## config.mk

```make
export PLATFORM = sky130hd
export DESIGN_NAME = arb_pri_32x3
export DESIGN_NICKNAME = d
export VERILOG_FILES = /design/src/rtl/a2p_pkg.sv /design/src/rtl/arb_grant_3.sv /design/src/rtl/prio_sel_32x3.sv /design/src/rtl/arb_pri_32x3.sv
export SDC_FILE = /design/constraint.sdc
export NUM_CORES = 1
export LEC_CHECK = 0
export ABC_AREA = 1
export CAP_MARGIN = 20
export CORE_MARGIN = 10
export CORE_UTILIZATION = 36
export DETAILED_ROUTE_END_ITERATION = 6
export PLACE_DENSITY = 0.85
export SLEW_MARGIN = 20
export SYNTH_ARGS = -nofsm -noshare
export SYNTH_HDL_FRONTEND = slang
export SYNTH_SLANG_ARGS = --single-unit
```

## constraint.sdc

```tcl
create_clock -name clk -period 1.85 [get_ports clk]
set_clock_uncertainty 0.15 [all_clocks]
set_input_delay 0.555 -clock clk [delete_from_list [all_inputs] [get_ports clk]]
set_output_delay 0.555 -clock clk [all_outputs]
set_load 0.1 [all_outputs]
```

## src/rtl/a2p_pkg.sv

```systemverilog
// Shared constants and helpers for the three-source priority arbiter.
// Latency: n/a (package only).
// Backpressure: n/a (package only).
package a2p_pkg;

    localparam int NSRC = 3;
    localparam int SRC0 = 0;
    localparam int SRC1 = 1;
    localparam int SRC2 = 2;

    // Default saturation value for the starvation counters.
    localparam int STARVE_MAX_DEF = 15;

    typedef logic [NSRC-1:0] src_vec_t;

    // Counter width needed to hold 0..smax inclusive.
    function automatic int cnt_width(input int smax);
        return (smax < 1) ? 1 : $clog2(smax + 1);
    endfunction

    // One-hot of the lowest set bit; lower index means higher priority.
    function automatic src_vec_t first_one(input src_vec_t v);
        return v & (~v + src_vec_t'(1));
    endfunction

endpackage

```

## src/rtl/arb_grant_3.sv

```systemverilog
// Combinational one-hot grant for three sources with starvation override.
// Latency: 0 cycles (pure combinational).
// Backpressure: grant is forced to zero whenever enable is low.
module arb_grant_3
    import a2p_pkg::*;
(
    input  logic [NSRC-1:0] valid,
    input  logic [NSRC-1:0] starve_hit,
    input  logic            enable,
    output logic [NSRC-1:0] grant
);

    src_vec_t starved;

    // Saturated sources preempt fixed priority; among them the lowest index wins.
    always_comb begin
        grant   = '0;
        starved = valid & starve_hit;
        if (enable) begin
            if (|starved) begin
                grant = first_one(starved);
            end else begin
                grant = first_one(valid);
            end
        end
    end

endmodule

```

## src/rtl/prio_sel_32x3.sv

```systemverilog
// Three-input priority select mux; bit 0 of sel has the highest priority.
// Latency: 0 cycles (pure combinational).
// Backpressure: none; outputs zero when sel is empty.
module prio_sel_32x3 #(
    parameter int WIDTH = 32
) (
    input  logic [2:0]       sel,
    input  logic [WIDTH-1:0] d0,
    input  logic [WIDTH-1:0] d1,
    input  logic [WIDTH-1:0] d2,
    output logic [WIDTH-1:0] dout
);

    // Lowest selected input drives the output.
    always_comb begin
        dout = '0;
        if (sel[0]) begin
            dout = d0;
        end else if (sel[1]) begin
            dout = d1;
        end else if (sel[2]) begin
            dout = d2;
        end
    end

endmodule

```

## src/rtl/arb_pri_32x3.sv

```systemverilog
// Fixed-priority 3:1 arbiter with starvation override into a single output register.
// Latency: 1 cycle from source transfer to out_valid; full throughput.
// Backpressure: no grant while the output register is full and out_ready is low.
module arb_pri_32x3
    import a2p_pkg::*;
#(
    parameter int WIDTH      = 32,
    parameter int STARVE_MAX = STARVE_MAX_DEF
) (
    input  logic             clk,
    input  logic             rst_n,
    input  logic [2:0]       src_valid,
    input  logic [WIDTH-1:0] src_data0,
    input  logic [WIDTH-1:0] src_data1,
    input  logic [WIDTH-1:0] src_data2,
    output logic [2:0]       src_ready,
    output logic             out_valid,
    output logic [WIDTH-1:0] out_data,
    output logic [2:0]       out_src,
    input  logic             out_ready
);

    localparam int CW = cnt_width(STARVE_MAX);
    localparam logic [CW-1:0] CNT_SAT = CW'(STARVE_MAX);

    logic [CW-1:0]    starve_cnt1;
    logic [CW-1:0]    starve_cnt2;
    logic             can_load;
    src_vec_t         starve_hit;
    logic [WIDTH-1:0] sel_data;

    // Register may accept a new payload when empty or draining this cycle.
    always_comb begin
        can_load          = !out_valid || out_ready;
        starve_hit        = '0;
        starve_hit[SRC0]  = 1'b0;
        starve_hit[SRC1]  = (starve_cnt1 == CNT_SAT);
        starve_hit[SRC2]  = (starve_cnt2 == CNT_SAT);
    end

    // Reset gates the enable so no grant can issue while rst_n is low.
    arb_grant_3 u_grant (
        .valid      (src_valid),
        .starve_hit (starve_hit),
        .enable     (can_load && rst_n),
        .grant      (src_ready)
    );

    prio_sel_32x3 #(
        .WIDTH (WIDTH)
    ) u_sel (
        .sel  (src_ready),
        .d0   (src_data0),
        .d1   (src_data1),
        .d2   (src_data2),
        .dout (sel_data)
    );

    // Output register: load on grant, otherwise empty on downstream accept.
    always_ff @(posedge clk) begin
        if (!rst_n) begin
            out_valid <= 1'b0;
            out_data  <= '0;
            out_src   <= '0;
        end else if (|src_ready) begin
            out_valid <= 1'b1;
            out_data  <= sel_data;
            out_src   <= src_ready;
        end else if (out_valid && out_ready) begin
            out_valid <= 1'b0;
        end
    end

    // Starvation counters: clear on grant, count while waiting, hold when idle.
    always_ff @(posedge clk) begin
        if (!rst_n) begin
            starve_cnt1 <= '0;
            starve_cnt2 <= '0;
        end else begin
            if (src_ready[SRC1]) begin
                starve_cnt1 <= '0;
            end else if (src_valid[SRC1] && (starve_cnt1 != CNT_SAT)) begin
                starve_cnt1 <= starve_cnt1 + 1'b1;
            end
            if (src_ready[SRC2]) begin
                starve_cnt2 <= '0;
            end else if (src_valid[SRC2] && (starve_cnt2 != CNT_SAT)) begin
                starve_cnt2 <= starve_cnt2 + 1'b1;
            end
        end
    end

endmodule

```

==> results.yml, run 1 <==
global_routing:
  antenna_found_initial: 0
  grt_pass1_wl_um: 16900
  grt_overflow: 0
  first_global_vias: 3466
  grt_max_degree: 33
  grtUsageTotal: 0.181
finish:
  layout_common_cells: "clkdlybuf4s50_1 (96), nand2_1 (88), nor2_1 (69), nand3_1 (58), buf_12 (41)"
  post-route-util: 0.688
  fill_cells: 597
  area_delta_synth_final_pct: 86.8
  multi_input_area_sq_um: 1530
  final_common_cell: "clkdlybuf4s50_1"
  antenna_cells: 0
  seqCellArea_sq_um: 890
  fin_nets: 690
  drive_gt1_frac: 0.220
placement:
  place.port_buffers: 140
  dp_hpwl_um: 8270
  dpl_worst_slack_ps: -610
  gp_congestion: 0.800
power_and_ir_drop:
  leakagePower_nw: 2.25
  peakVddDrop_mv: 0.294
  clkPwrFrac: 0.200
  internal_power_w: 0.00194
  p_sw_frac: 0.385
  powerDensity_nw_per_um2: 631
  power_frac_comb: 0.452
  pwr-share-seq: 0.347
  power.switching_w: 0.00121
  finalPower_w: 0.00315
synthesis:
  ys_ff_latch: 44
  yosysWarnings: 0
  yosysSeqAreaShare: 0.329
  synth_nets: 528
  netlist_area_sq_um: 2670
  syn_inst: 424
  avgSynthCellArea_sq_um: 6.31
  yosysUniqueCellTypes: 25
critical_path:
  r2r_cells: 12
  crit_required_ps: 1140
  critPathMaxFanout: 3
  crit_type: "register to output port"
  reg2reg_to: "out_data[25]"
  start_kind: "register"
  cp-end-kind: "output port"
  reg2reg_from: "starve_cnt1[0]"
  crit_end: "src_ready[1]"
  startpoint: "starve_cnt2[1]"
  r2r_slack_ps: -10
  crit_arrival_ps: 1470
die:
  die_w_um: 106
  chipHeight_um: 106
  die_area_sq_um: 11300
  ios: 141
  floorplan.rows: 31
  coreArea_sq_um: 7250
  start_util: 0.369
route:
  postRouteAntennaNets: 0
  initialDrtViolationCount: 181
  drc: 0
  viasPerCell: 4.93
  firstDrtPassIters: 4
  drt-total-wl_um: 10900
  wl_per_cell_um: 15.9
  vias: 3383
sta:
  hold_slack_ps: 354
  rsz0062_at_grt: "yes"
  slew_headroom: 0.745
  fin_tns_setup_ps: -911
  max_freq_ghz: 0.459
  setup_slack_ps: -327
  fin_crit_sh: 1.18
  drv_slew: 0
  worstMarginPinSlew_ps: 383
  min_period_ps: 2180
  hold_viol: 0
  finalSetupViolations: 6
job:
  drv_cap: 0
hold_path:
  min_from: "out_src[1]"
  min_path_cells: 2
  hold_class: "register to register"
clock_tree:
  cts_buffers: 5
  cts.htree.levels: 2
  cts-hold-fix-buffers: 0
  cts_max_path_buffers: 2
  cts.reportedPaths.clkPinSlew_ps: 80
  cts-root-buf: "clkbuf_8"
  insertion_delay_ps: 300
  cts_sinks: 44
  cts_tree: "done"
run_status:
  violations: "negative setup slack"
  status: "complete, but fails checks"
==> worst min path at each step <==
stage | to | slack (ps)
after floorplan | starve_cnt2[1] | 310
after global placement | starve_cnt2[0] | 330
after detailed placement | out_src[1] | 350
after CTS | out_src[1] | 360
after global routing | out_src[1] | 400
final | out_src[1] | 350
==> synth_stat cells <==
master / count / area [sq um]
buf_4: 6 / 45.0
o21ai_1: 2 / 10.0
nor3_1: 1 / 5.00
buf_2: 12 / 60.1
a21oi_1: 26 / 130
nand4_1: 33 / 206
or2_2: 3 / 18.8
nand2_4: 2 / 22.5
nand2_1: 94 / 353
o21ai_0: 1 / 5.00
nand2_2: 2 / 12.5
nor2_1: 74 / 278
clkbuf_1: 5 / 18.8
xnor2_1: 2 / 17.5
buf_1: 1 / 3.75
ha_1: 2 / 25.0
nor2_4: 2 / 22.5
nand3_2: 2 / 20.0
dfxtp_1: 44 / 881
buf_6: 6 / 67.6
a31oi_1: 1 / 6.26
inv_1: 40 / 150
o21ai_2: 1 / 8.76
nand3_1: 59 / 295
inv_2: 3 / 11.3
==> layer usage <==
layer	up-vias	global-route usage	wire length (um)
met5	-	0	0
met2	140	0.323	5390
met4	0	0.0368	124
met1	1538	0.200	4400
met3	12	0.0688	970
li1	1693	-	-
==> metrics by stage <==
step	area (sq um)	std cells
after floorplan	2730	424
after global placement	4650	665
after detailed placement	4650	665
after CTS	4880	681
after global routing	4990	686
final	4990	686
==> kinds of logic after synthesis <==
family / synth area share
AND/OR/NAND/NOR: 0.461
buffers and inverters: 0.133
flip-flops: 0.329
AO/OA/AOI/OAI: 0.0599
XOR/XNOR: 0.00655
adder cells (fa/ha/maj): 0.00936
==> worst max-delay path: stages (launching register included) <==
cell,delay (ps)
dfxtp_2,360
ha_4,140
nand4_1,130
nand2_1,140
nand2_4,60
nand2_4,70
clkinvlp_4,90
buf_12,170
==> cell type report <==
class | instances | area share
Timing Repair Buffer | 185 | 0.439
Inverter | 43 | 0.0346
Clock buffer | 8 | 0.0180
Multi-Input combinational cell | 307 | 0.306
Sequential cell | 44 | 0.178
Tap cell | 99 | 0.0248
==> state kept, by name (all words and copies together) (netlist names) <==
register     flops
out_data        32
out_src          3
out_valid        1
starve_cnt1      4
starve_cnt2      4
==> power groups by stage <==
stage	Sequential, W	Clock (W)	Combinational [W]
floorplan	0.00153	0	0.000334
global placement	0.00111	0	0.00135
detailed placement	0.00111	0	0.00137
CTS	0.00109	0.000646	0.00140
global route	0.00110	0.000684	0.00150
finish	0.00109	0.000632	0.00143
==> repair_timing <==
action	CTS	global route
setup buffers	9	5
endpoints found under the setup margin	47	38
pin swaps	11	18
gates cloned	1	1
resized for setup	30	19
Note: power is estimated with default switching activity, not from simulation.
==> run 2: changes to the inputs <==
- CORE_UTILIZATION: 36 -> 40
- PLACE_DENSITY: 0.85 -> 0.89
- SYNTH_HIERARCHICAL: unset -> 1
- clock period: 1.85 -> 2.3 ns (I/O delays scaled with it)
==> results.yml, run 2 <==
clock_tree:
  cts_max_path_buffers: 2
  cts.reportedPaths.clkPinSlew_ps: 90
  insertion_delay_ps: 300
  cts_tree: "done"
  cts.htree.levels: 2
  cts_sinks: 44
  cts-hold-fix-buffers: 0
  cts_buffers: 5
  cts-root-buf: "clkbuf_8"
sta:
  finalSetupViolations: 25
  hold_viol: 0
  min_period_ps: 2410
  setup_slack_ps: -106
  max_freq_ghz: 0.416
  fin_crit_sh: 1.05
  drv_slew: 0
  rsz0062_at_grt: "yes"
critical_path:
  startpoint: "starve_cnt2[1]"
  crit_required_ps: 1460
  critPathMaxFanout: 2
  start_kind: "register"
  cp_common_cell: "nand3_2"
  critical-path-top-delay-family: "simple AND/OR/NAND/NOR gates"
  critical_path.max_stage_delay_ps: 370
  crit_arrival_ps: 1570
  path_cells: "ha_4 > nand3_2 > inv_2 > nand2_2 > nand3_2 > nor2_2 > nor2_4 > buf_12"
  cp-end-kind: "output port"
  critPathSlowestCell: "dfxtp_2"
  cp_num_buf_inv: 2
  crit_type: "register to output port"
  reg2reg_from: "starve_cnt2[1]"
placement:
  dp_hpwl_um: 8070
  placed_area_sq_um: 4690
  gp_congestion: 0.828
  place.port_buffers: 140
die:
  ios: 141
  die_area_sq_um: 10500
  chipHeight_um: 102
  floorplan.rows: 29
  start_util: 0.421
  die_w_um: 102
  coreArea_sq_um: 6460
finish:
  final_common_cell: "nor2_1"
  regMostFlops: "out_data"
  post-route-util: 0.771
  largest_reg_flops: 32
  final_area_sq_um: 4980
  largestRegisters: "out_data: 32 flops, starve_cnt1: 4 flops, starve_cnt2: 4 flops"
  drive_gt1_frac: 0.177
  fin_nets: 734
  antenna_cells: 0
  area_delta_synth_final_pct: 83.2
  layout_common_cells: "nor2_1 (214), nand2_1 (112), clkdlybuf4s50_1 (96), buf_12 (45), dfxtp_1 (39)"
route:
  firstDrtPassIters: 4
  viasPerCell: 4.94
  wl_per_cell_um: 15.3
  drt-total-wl_um: 10800
  drc: 0
  vias: 3494
  postRouteAntennaNets: 0
  initialDrtViolationCount: 140
power_and_ir_drop:
  powerDensity_nw_per_um2: 585
  finalPower_w: 0.00291
  peakVddDrop_mv: 0.423
  leakagePower_nw: 2.30
job:
  drv_cap: 0
global_routing:
  grtUsageTotal: 0.199
  first_global_vias: 3494
  grt_pass1_wl_um: 16900
  antenna_found_initial: 0
  grt_max_degree: 39
  grt_overflow: 0
synthesis:
  avgSynthCellArea_sq_um: 5.69
  netlist_area_sq_um: 2720
  async_reset_ff_frac: 0
  syn_inst: 478
  synth_ff_type: "dfxtp_1"
  yosysUniqueCellTypes: 22
  ys_ff_latch: 44
  synth_most_common_cell: "nor2_1"
  yosysSeqAreaShare: 0.324
  synth_top_area_frac: 0.324
  synth_area_leaders: "dfxtp_1 (32%), nor2_1 (30%), nand2_1 (16%)"
  synth-edff-count: 0
  yosysWarnings: 6
  synth_common_cells: "nor2_1 (219), nand2_1 (115), dfxtp_1 (44), o21ai_0 (30), inv_1 (13)"
  yosysTopAreaCell: "dfxtp_1"
run_status:
  status: "complete, but fails checks"
  violations: "negative setup slack"
hold_path:
  min_from: "out_src[1]"
  hold_class: "register to register"
==> run 2: tightest hold or removal path: stages, from the launching register on <==
cell and delay, ps:
dfxtp_1 350, nand2_1 80, a21oi_1 60
==> run 2: kinds of logic after synthesis <==
logic type / synth area share
compound gates: 0.0810
buf+inv: 0.0944
fa+ha+maj: 0.00921
flops: 0.324
other cells: 0.00138
simple gates: 0.490
==> run 2: layout make-up <==
type,instances,area (sq um)
Multi-Input combinational cell,395,1720
Fill cell,488,1480
Clock buffer,7,96.3
Tap cell,77,96.3
Inverter,15,68.8
Clock inverter,1,30.0
Timing Repair Buffer,168,2070
Sequential cell,44,887
Timing Repair inverter,1,8.76
==> run 2: stage by stage <==
stage                     setup WS, ps  hold WS, ps  std cells  setup TNS (ps)
final                             -106          375        708            -734
after global routing              -162          400        708           -3760
after CTS                        -72.7          373        707            -200
after detailed placement          -539          357        691          -22380
after global placement            -440          333        691          -17640
after floorplan                   -246          326        479           -8510
==> run 2: worst paths after layout <==
path	endpoint	slack [ps]	cells after the start
worst max register to register	out_data[19]	-50	14
worst min register to register	out_src[1]	380	2
worst max-delay path	src_ready[1]	-110	8
worst min-delay path	out_src[1]	380	2
==> run 2: power by group <==
part	total (W)	internal [W]	switching, W
registers	0.000910	0.000835	0.0000756
clock network	0.000645	0.000383	0.000261
logic	0.00136	0.000552	0.000805
==> run 2: per-layer routing <==
layer / track usage / wire length (um)
met5: 0 / 0
met4: 0.0499 / 200
met3: 0.0843 / 1080
met2: 0.360 / 5530
met1: 0.207 / 3990
==> run 2: what timing repair did <==
item	in CTS	in global routing
buffers inserted	8	0
gates cloned	0	1
gates resized for setup	41	6
pin swaps	10	0
setup endpoints to repair	44	42
